--- config.mk ---
export PLATFORM = sky130hd
export DESIGN_NAME = mux_4bit_2to1
export DESIGN_NICKNAME = d
export VERILOG_FILES = /design/src/rtl/mux_4bit_2to1.sv
export SDC_FILE = /design/constraint.sdc
export NUM_CORES = 1
export LEC_CHECK = 0
export ABC_CLOCK_PERIOD_IN_PS = 2500
export CAP_MARGIN = 25
export CORE_MARGIN = 8
export CORE_UTILIZATION = 43
export CTS_BUF_LIST = sky130_fd_sc_hd__clkbuf_4 sky130_fd_sc_hd__clkbuf_8 sky130_fd_sc_hd__clkbuf_16
export CTS_CLUSTER_SIZE = 12
export DETAILED_ROUTE_END_ITERATION = 10
export PLACE_DENSITY = 0.81
export RECOVER_POWER = 50
export SYNTH_ARGS = -nofsm -noshare
export SYNTH_HDL_FRONTEND = slang
export SYNTH_SLANG_ARGS = --single-unit
--- constraint.sdc ---
create_clock -name clk -period 2.5 [get_ports clk]
set_clock_uncertainty 0.15 [all_clocks]
set_input_delay 0.25 -clock clk [delete_from_list [all_inputs] [get_ports clk]]
set_output_delay 0.25 -clock clk [all_outputs]
set_load 0.005 [all_outputs]
--- src/rtl/mux_4bit_2to1.sv ---
// ============================================================================
// Module      : mux_4bit_2to1
// Description : WIDTH-bit 2:1 bus selector with registered output, registered
//               select and a saturating select-toggle counter.
//               Optional feature macro: MUX_PARITY_EN (adds y_par / y_q_par).
// Revision    : 1.0 - initial release
// ============================================================================
`default_nettype none

module mux_4bit_2to1 #(
  parameter int WIDTH = 4,
  parameter int CNT_W = 8
) (
  input  logic             clk,
  input  logic             rst_n,
  input  logic [WIDTH-1:0] a,
  input  logic [WIDTH-1:0] b,
  input  logic             sel,
  input  logic             hold,
  output logic [WIDTH-1:0] y,
  output logic [WIDTH-1:0] y_q,
  output logic             sel_q,
  output logic [CNT_W-1:0] sel_toggle_cnt
`ifdef MUX_PARITY_EN
  ,
  output logic             y_par,
  output logic             y_q_par
`endif
);

  localparam logic [CNT_W-1:0] c_CNT_MAX = '1;
  localparam logic [CNT_W-1:0] c_CNT_ONE = CNT_W'(1);

  logic [WIDTH-1:0] data_q, data_d;
  logic             sel_reg_q, sel_reg_d;
  logic [CNT_W-1:0] cnt_q, cnt_d;
  logic             w_toggle;
  logic             w_cnt_sat;

  // Pure ?: keeps X-propagation semantics on an unknown select.
  assign y = sel ? b : a;

  assign w_toggle  = (sel != sel_reg_q);
  assign w_cnt_sat = (cnt_q == c_CNT_MAX);

  always_comb begin
    data_d    = data_q;
    sel_reg_d = sel_reg_q;
    cnt_d     = cnt_q;
    if (!hold) begin
      data_d    = y;
      sel_reg_d = sel;
      if (w_toggle && !w_cnt_sat) begin
        cnt_d = cnt_q + c_CNT_ONE;
      end
    end
  end

  always_ff @(posedge clk or negedge rst_n) begin
    if (!rst_n) begin
      data_q    <= '0;
      sel_reg_q <= 1'b0;
      cnt_q     <= '0;
    end else begin
      data_q    <= data_d;
      sel_reg_q <= sel_reg_d;
      cnt_q     <= cnt_d;
    end
  end

  assign y_q            = data_q;
  assign sel_q          = sel_reg_q;
  assign sel_toggle_cnt = cnt_q;

`ifdef MUX_PARITY_EN
  logic y_par_q, y_par_d;

  assign y_par = ^y;

  always_comb begin
    y_par_d = y_par_q;
    if (!hold) begin
      y_par_d = ^y;
    end
  end

  always_ff @(posedge clk or negedge rst_n) begin
    if (!rst_n) begin
      y_par_q <= 1'b0;
    end else begin
      y_par_q <= y_par_d;
    end
  end

  assign y_q_par = y_par_q;
`endif

endmodule

`default_nettype wire

# Word level (Yosys, flattened, before mapping)
# Cells that the tools add are included.
classes:
  bitwise_logic: 1
  shift: 0
  n_reduce_logical: 3
  add_sub_neg: 1
  n_div: 0
  order_cmp: 0
  mul: 0
  n_mux: 1
  n_eq_ne: 2
op_table:
  columns: ["op", "n"]
  rows:
  - ["8-bit by 1-bit adder with 8-bit output, second input constant", 1]
  - ["8-bit == test, second input constant", 1]
  - ["4-bit two-way mux", 1]
  - ["2-bit AND reduction", 1]
  - ["1-bit logical AND", 1]
  - ["1-bit zero test", 1]
  - ["1-bit != test", 1]
  - ["1-bit NOT", 1]
totals:
  out_inout_bits: 17
  rom_bits: 0
  input_bits: 12
  ff_bits: 13
  wordCells: 11
  ram_bits: 0
  latchBits: 0
  mem_count: 0

# Logic depth before layout (Yosys ltp)
depth:
  ltp_word: 4
  mapped_depth: 5
  ltp_nobuf: 5

# Worst setup path before layout
# Ideal clock, no wire load.
synth_timing:
  kind: "reg-to-reg"
  startpoint: "reg cnt_q[0] (netlist: sel_toggle_cnt[0])"
  endpoint: "reg cnt_q[1] (netlist: sel_toggle_cnt[1])"
  period_less_slack_ns: 1.695
  stages_incl_launch_ff: 5
  setup_time_ns: 0.128
  arrival_time_ns: 1.418
  required_time_ns: 2.222
  path_slack_ns: 0.805
  path_buffers: 0
  cell_sequence: "dfrtp_1 > ha_1 > and3_1 > a211oi_2 > mux2_1"
synth_via:
  elab_chain_cells: 4
  elab_cells_between_ends: 5
  classes_between: "add/sub (1); eq/ne (1); reduce/logical (3)"
synth_rtl:
  columns: ["item", "line_no", "text"]
  rows:
  - ["from (decl)", "36", "logic [CNT_W-1:0] cnt_q, cnt_d;"]
  - ["from (signal assigned)", "67", "cnt_q <= cnt_d;"]
  - ["parallel branches: the longest is 4 deep, another holds 8-bit by 1-bit adder with 8-bit output", null, null]
# Parallel ways; which one is timed is not known.
# A chain may end at the register's enable or synchronous reset.

# Worst setup path after layout
layout_timing:
  startpoint: "in sel"
  endpoint: "out y[1]"
layout_via:
  elab_chain_cells: 1
layout_rtl:
  columns: ["item", "line_no", "text"]
  rows:
  - ["from (decl)", "18", "input logic sel,"]
  - ["4-bit two-way mux", "41", "assign y = sel ? b : a;"]
  - ["to (decl)", "20", "output logic [WIDTH-1:0] y,"]
# Every way passes these cells.

==> impl_metrics.yaml <==
timing:
  post-route-period-util_pct: 87.5
  slew_headroom_pct: 60.9
  setup_tns_ps: 0
  worstMarginPinSlew_ps: 585
  min_period_ps: 2190
  max_freq_mhz: 457
  hold_viol_final: 0
  finalSetupViolCount: 0
  slew_violations: 0
  whs_ps: 259
  rsz0062_at_grt: "no"
detailed_routing:
  remaining_drc_errors: 0
  drtAntennaViolNets: 0
  totalWireLength_mm: 1.53
  first_pass_iters: 4
  wl_met3_um: 225
  routed.top_layer: "met4"
  drtIter0Drc: 5
  wl_met2_um: 626
  vias: 517
  avgViaCountPerCell: 5.22
  wirelength_met1_um: 664
  routedWlPerCell_um: 15.4
outcome:
  status: "complete, no violations"
worst_setup_path:
  r2r_setup_slack_ps: 730
  crit_path_max_fanout: 6
  arrival_ps: 1790
  critPathCaptureType: "output pin"
  critPathKind: "in -> out"
  crit_required_ps: 2100
  cp_top_family: "buffers and inverters"
  crit_chain: "dlygate4sd3_1, mux2_1, clkdlybuf4s50_1"
  cp_num_buf_inv: 2
  critPathSlowestCell: "dlygate4sd3_1"
  slowest_delay_ps: 680
  cp-start-kind: "primary input"
floorplan:
  fp.dieArea_sq_um: 3110
  io_pins: 29
  initial_core_util_pct: 45.7
  die_w_um: 55.8
  rows: 14
  design.core.area_sq_um: 1490
  dieHeight_um: 55.8
power:
  powerDensity_nw_per_um2: 833
  ir_worst_vdd_mv: 0.551
  power_uw: 808
  p_leak_nw: 0.420
global_route:
  grt_antenna_before_repair: 0
  grt.total_usage_pct: 10.6
  grt_overflow: 0
  grt_pass1_wl_mm: 2.70
  grt_pass1_vias: 571
  grt_max_degree: 14
cells_and_area:
  n_antenna_cell: 0
  area_growth_pct: 42.5
  finalNetCount: 97
  drive_gt1_share_pct: 16.9
  final_cells: 99
  finalInstanceArea_sq_um: 970
clock_tree:
  cts_tree: "built"
  cts_resized: 0
  cts-root-buf: "clkbuf_4"
  cts_setup_buffers: 0
  htree_levels: 1
  clk_latency_ps: 270
  clk_pin_slew_ps: 80
  clkSinkCount: 13
  hold_buffers: 0
  clk_path_buf_depth: 2
  cts_buffers: 3
logic_synthesis:
  synth.distinct_cells: 22
  synth_compound_area_share_pct: 4.04
  syn_inst: 53
  yosysWarnings: 0
  synthAdderAreaFrac_pct: 1.84
  avgSynthCellArea_sq_um: 12.8
  synth-simple-area-share_pct: 13.2
  ys_ff_latch: 13
  synth_xor_xnor_area_share_pct: 7.54
  syn_area_sq_um: 681
  synth_mux_area_share_pct: 21.1
  synth-seq-area-share_pct: 47.8
  synth_nets: 66
  synth_top_family_by_area: "multiplexers"
placement:
  io_buffers: 28
  post_dp_cell_area_sq_um: 962
  dp_cells: 95
  place_hpwl_mm: 1.19
  gp_congestion: 0.724
flow_run:
  max_cap_viol_count: 0
hold_path:
  min_path_type: "in -> async"
==> power by group <==
group / internal [mW] / switching, mW / total (mW) / leakage [nW]
logic: 0.203 / 0.111 / 0.314 / 0.246
clock network: 0.0727 / 0.0673 / 0.140 / 0.0184
registers: 0.276 / 0.0775 / 0.354 / 0.155
==> through the flow <==
stage | worst slack (ps) | utilization, %
6_report | 314 | 65.1
5_1_grt | 257 | 65.1
4_1_cts | 341 | 66.6
3_5_place_dp | 339 | 64.6
3_3_place_gp | 347 | 64.6
2_1_floorplan | 805 | -
==> layout by cell type, fill, tap and decap left out, types with 2 or more instances in the layout <==
cell type and n:
a21oi_1 2, and3_1 3, clkbuf_4 4, clkdlybuf4s50_1 25
dfrtp_1 13, dlygate4sd3_1 3, inv_1 3, mux2_1 5
mux2_2 6, mux2i_1 2, nand2_1 3, xnor2_1 4
==> path summary, 6_finish.rpt <==
path,startpoint,endpoint,depth (start not counted)
max,sel,y[1],3
max in group asynchronous,rst_n,y_q[2],1
min reg2reg,y_q[3],y_q[3],1
min in group clk,y_q[3],y_q[3],1
min,rst_n,sel_toggle_cnt[2],1
max reg2reg,sel_toggle_cnt[0],sel_toggle_cnt[1],4
==> cell families after synthesis <==
family	after synthesis
AO/OA/AOI/OAI	4
XOR/XNOR	5
adder cells (fa/ha/maj)	1
buffers and inverters	5
flip-flops	13
multiplexers	13
AND/OR/NAND/NOR	12
==> sequential cells by signal, summed over array words and instances, names as in the netlist <==
name and count:
y_q 4, sel_toggle_cnt 8, sel_q 1
==> final cells by class <==
class,count,area [sq um]
clock buffers,4,30.0
fillers,118,519
inverters,3,11.3
multi-input cells,35,303
flip-flops and latches,13,325
well taps,16,20.0
repair buffers,28,280
==> metal layers <==
metal / up-vias / global-route usage, %
li1: 246 / -
met1: 241 / 11.3
met2: 28 / 15.1
met3: 2 / 8.45
met4: 0 / 4.23
met5: - / 0
==> cell usage after synthesis <==
master	count	area, sq um
mux2i_1	2	20.0
buf_4	1	7.51
mux2_2	9	101
and3_1	3	18.8
inv_1	3	11.3
a211oi_2	1	12.5
nor4_4	1	21.3
mux2_1	2	22.5
dfrtp_1	13	325
xor2_1	1	8.76
nor2_2	1	6.26
a21oi_1	2	10.0
ha_1	1	12.5
and4_4	1	11.3
nand2_1	3	11.3
nand3_2	1	10.0
xnor2_2	1	16.3
buf_6	1	11.3
o21ai_0	1	5.00
xnor2_1	3	26.3
nand4_1	1	6.26
nand3_1	1	5.00
No activity file was read; power rests on OpenSTA's default activity.
==> variant 1, RTL diff (same settings) <==
Change the parameter `CNT_W` from 8 to 10.
--- a/src/rtl/mux_4bit_2to1.sv
+++ b/src/rtl/mux_4bit_2to1.sv
@@ -9,7 +9,7 @@
 
 module mux_4bit_2to1 #(
   parameter int WIDTH = 4,
-  parameter int CNT_W = 8
+  parameter int CNT_W = 10
 ) (
   input  logic             clk,
   input  logic             rst_n,
Interface: changed (resized sel_toggle_cnt); port bits go from 29 to 31. The function was not compared with the original's and may differ.
==> variant 1 against the unedited design <==
Total power rose by 0.24%. Final area rose by 11%. Count of clock-buffer cells in the layout is the same. Global-route usage down 0.18 points. Sequential cell count up 2. Register-to-register slack got worse by 0.18 ns. Setup slack lost 0.015 ns. Sequential power is 7.9% higher. Area after synthesis grew 7.2%. Wire length up 4.6%. Non-clock buffer count grew 3. Maximum frequency down 0.68%. Cell count up 11%. Critical path type unchanged. Critical endpoint is now y[3]. Largest power group unchanged.
==> variant 1: results (changes against the unedited design) <==
Outcome
  • Status: complete, no violations

Finish
  • Multi-input gate area: 335 um2 (+11%)
  • Fill cells: 140 (+19%)
  • Ant diodes: 0 (unchanged)
  • Layout cells sized above 1: 18.3% (+1.4 points)
  • Max FFs per register: 10 (+2)
  • Nets: 107 (+10%)

Timing
  • Setup_tns: 0 ns (unchanged)
  • Slew headroom: 55.4% (-5.5 points)
  • Final setup vio count: 0 (unchanged)

Synth
  • Synth warnings: 0 (unchanged)
  • Fraction of registers with async set/reset: 100% (unchanged)
  • Cell variety after synth: 22 (unchanged)
  • Post-synth top cells: dfrtp_1 (15), mux2_2 (12), nand2_1 (4), nor3_1 (4), nand4_1 (3)
  • Most frequent cell after synthesis: dfrtp_1
  • Synth top area cells: dfrtp_1 (51%), mux2_2 (19%), nor3_1 (2.7%)
  • Syn_nets: 73 (+11%)
  • Sequential area share after synthesis: 51.5% (+3.7 points)

Critical path
  • CP max stage delay: 0.71 ns (+0.03 ns)
  • CP Max Fanout: 6 (unchanged)
  • Reg2Reg Depth: 5 (+1)
  • Critical path arrival: 1.80 ns
  • CP max stage cell: dlygate4sd3_1

Clock network
  • Worst-path clk slew: 0.09 ns
  • Post-CTS Setup Bufs: 0 (unchanged)
  • Clock Path Buffers: 2 (unchanged)
  • H-tree Lvls: 1 (unchanged)
  • Num CTS Buffers: 3 (unchanged)
  • CTS root buffer: clkbuf_4
  • Worst skew pair latency: 0.27 ns (about the same)
  • # resized after CTS: 0 (unchanged)

Global routing
  • First-pass GRT wire length: 2.80 mm (+3.6%)
  • Number of global-route vias before repair: 640 (+12%)
  • Initial antenna violation count: 0 (unchanged)
  • Total track usage: 10.4% (-0.18 points)
  • Largest net degree at the start of global routing: 16 (+2)

Route
  • Drt drc: 0 (unchanged)
  • Via count: 587 (+14%)
  • WL final: 1.60 mm (+4.6%)
  • TritonRoute pass-1 iters: 4 (unchanged)
  • DR iter-0 viols: 3 (-2)

Power and ir drop
  • Leak: 0.437 nW (+4.1%)
  • Worst VDD drop: 623 uV (+13%)

Placed design
  • Placer Congestion: 0.712 (-1.7%)
  • Area after DPL: 1040 um2 (+8.5%)
  • Dpl hpwl: 1.29 mm (+8.5%)
  • Number of buffers added on ports: 30 (+7.1%)

Min path
  • Hold/Removal Path Class: input port to asynchronous set/reset pin
-- variant 1: cell count changes after synthesis, moves of 2 or more --
cell     delta
mux2_1      -2
nor3_1      +4
and3_1      -3
nand4_1     +2
dfrtp_1     +2
nor2_1      +2
inv_1       -2
mux2_2      +3
-- variant 1: cell families after synthesis --
| logic type | after synthesis | synth area share, % |
|---|---|---|
| xor gates and xnor gates | 5 | 7.03 |
| adders and majority gates | 1 | 1.71 |
| buffers and inverters | 3 | 2.57 |
| AOI/OAI and AO/OA | 4 | 3.43 |
| DFF | 15 | 51.5 |
| and+or+nand+nor | 19 | 13.9 |
| muxes | 13 | 19.9 |
-- variant 1: per-stage QoR --
stage                     power (mW)  setup slack, ns  hold WS [ns]  cells
after floorplan                0.492            0.723        -0.196     60
after global placement         0.673            0.292         0.339    106
after detailed placement       0.679            0.269         0.347    106
after CTS                      0.829            0.357         0.247    110
after global routing           0.872            0.243         0.351    110
final                          0.809            0.299         0.292    110
-- variant 1: layout make-up --
cell class,count,area share (%)
tap,17,1.98
inverter,1,0.350
multi-input combinational,42,31.2
timing repair buffer,31,28.7
sequential,15,35.0
clock buffer,4,2.80
-- variant 1: final timing paths --
kind	startpoint	to	slack, ns
max	sel	y[3]	0.30
min	rst_n	y_q[0]	0.29
max reg2reg	sel_toggle_cnt[0]	sel_toggle_cnt[1]	0.55
min reg2reg	y_q[0]	y_q[0]	0.36
max in group asynchronous	rst_n	sel_toggle_cnt[7]	1.48
min in group clk	y_q[0]	y_q[0]	0.36
-- variant 1: layer usage --
metal  track usage, %  up-vias  wire (um)
li1                 -      287          -
met1             11.9      279        647
met2             16.1       19        795
met3             4.88        2        143
met4             4.70        0         14
met5                0        -          0
-- variant 1: where the power goes --
group | internal [mW] | switching, mW | total, mW
clock network | 0.0727 | 0.0730 | 0.146
registers | 0.305 | 0.0767 | 0.382
logic | 0.188 | 0.0938 | 0.282
total | 0.566 | 0.244 | 0.809
-- variant 1: critical path: cells and delay by family --
family   cells  cell delay (ns)
mux          1             0.38
buf+inv      2             1.17
==> variant 2, RTL diff (config.mk and constraints unchanged) <==
Without the edit above. Take the reset off `data_q` and load it in a clocked block of its own.
--- a/src/rtl/mux_4bit_2to1.sv
+++ b/src/rtl/mux_4bit_2to1.sv
@@ -58,14 +58,16 @@
 
   always_ff @(posedge clk or negedge rst_n) begin
     if (!rst_n) begin
-      data_q    <= '0;
       sel_reg_q <= 1'b0;
       cnt_q     <= '0;
     end else begin
-      data_q    <= data_d;
       sel_reg_q <= sel_reg_d;
       cnt_q     <= cnt_d;
     end
+  end
+
+  always_ff @(posedge clk) begin
+    data_q <= data_d;
   end
 
   assign y_q            = data_q;
Check against the original RTL: not equivalent (a bounded check fails within 4 cycles, from zero or initial values and one cycle with rst_n low).
==> variant 2 against the unedited design <==
Area after synthesis up 0.18%. Largest power group unchanged. Sequential cell count unchanged. Final area up 3.6%. Combinational power up 6.7%. Sequential power up 1%. Setup slack worse by 0.078 ns. Total power up 3.0%. Wire length down 6.1%.
==> variant 2: results (changes against the unedited design) <==
Outcome
  • Status: complete, no violations

Placed design
  • Dpl hpwl: 1.20 mm (+0.84%)
  • Area after DPL: 975 um2 (+1.3%)
  • Placed insts: 94 (-1.1%)
  • Placer Congestion: 0.682 (-5.8%)

Finish
  • Nets: 96 (-1.0%)
  • Layout cells sized above 1: 13.4% (-3.5 points)
  • Fill cells: 119 (+0.85%)

Synth
  • Synth top area cells: dfrtp_1 (33%), edfxtp_1 (18%), mux2_2 (8.3%)
  • Syn_nets: 64 (-3.0%)
  • Post-synth EDFFs: 4 (+4)
  • Fraction of registers with async set/reset: 69.2% (-31 points)
  • Sequential area share after synthesis: 50.6% (+2.8 points)
  • Cell variety after synth: 26 (+18%)
  • Synth warnings: 0 (unchanged)
  • Post-Synthesis Cells: 51 (-3.8%)
  • Post-synth top cells: dfrtp_1 (9), mux2_2 (5), edfxtp_1 (4)

Power and ir drop
  • Leak: 0.395 nW (-5.9%)
  • Worst VDD drop: 364 uV (-34%)

Route
  • WL/cell: 14.6 um (-5.2%)
  • Top Metal Used: met3
  • Via count: 510 (-1.4%)
  • DR iter-0 viols: 2 (-3)
  • WL met3: 231 um (+2.7%)
  • M1 WL: 574 um (-14%)
  • TritonRoute pass-1 iters: 3 (-1)
  • Met2 routed WL: 630 um (+0.64%)

Critical path
  • CP max stage cell: dlygate4sd3_1
  • CP max stage delay: 0.77 ns (+0.09 ns)
  • Critical path arrival: 1.86 ns (+0.07 ns)

Timing
  • Setup_tns: 0 ns (unchanged)
  • Slew headroom: 71.8% (+11 points)

Global routing
  • Largest net degree at the start of global routing: 10 (-4)
  • First-pass GRT wire length: 2.56 mm (-5.4%)
  • Total track usage: 10.1% (-0.54 points)
  • Number of global-route vias before repair: 608 (+6.5%)
-- variant 2: cell type report --
class	count	area (um2)	area share, %
inverter	3	11.3	1.12
clock buffer	4	30.0	2.99
timing repair buffer	28	280	27.9
multi-input combinational	34	318	31.6
sequential	13	345	34.4
tap	16	20.0	1.99
-- variant 2: logic make-up after synthesis --
group | count (synthesis) | synth area share [%]
and+or+nand+nor | 15 | 16.1
DFF | 13 | 50.6
muxes | 10 | 16.1
AOI/OAI and AO/OA | 5 | 5.87
buffers and inverters | 4 | 2.75
xor gates and xnor gates | 3 | 6.61
adders and majority gates | 1 | 1.83
-- variant 2: per-layer routing --
metal	up-vias	global-route usage (%)
met5	-	0
met2	25	15.4
li1	248	-
met3	0	7.99
met1	237	9.47
met4	0	5.15
-- variant 2: power breakdown --
group / switching, mW / leakage, nW / internal [mW]
combinational: 0.127 / 0.230 / 0.208
clock: 0.0661 / 0.0184 / 0.0726
sequential: 0.0723 / 0.147 / 0.286
-- variant 2: stage by stage --
stage          utilization, %  setup WS, ns
2_1_floorplan               -         0.776
3_3_place_gp             65.5         0.315
3_5_place_dp             65.5         0.284
4_1_cts                  67.5         0.283
5_1_grt                  67.5         0.156
6_report                 67.5         0.236
-- variant 2: path summary, 6_finish.rpt --
kind | startpoint | end | slack, ns | cells past startpoint
worst max-delay path | sel | y[1] | 0.24 | 3
min in group clk | sel_toggle_cnt[0] | sel_toggle_cnt[0] | 0.38 | 1
worst max register to register | sel_toggle_cnt[0] | sel_toggle_cnt[1] | 0.69 | 4
max in group asynchronous | rst_n | sel_toggle_cnt[3] | 1.71 | 1
worst min register to register | sel_toggle_cnt[0] | sel_toggle_cnt[0] | 0.38 | 1
worst min-delay path | rst_n | sel_toggle_cnt[7] | 0.19 | 1
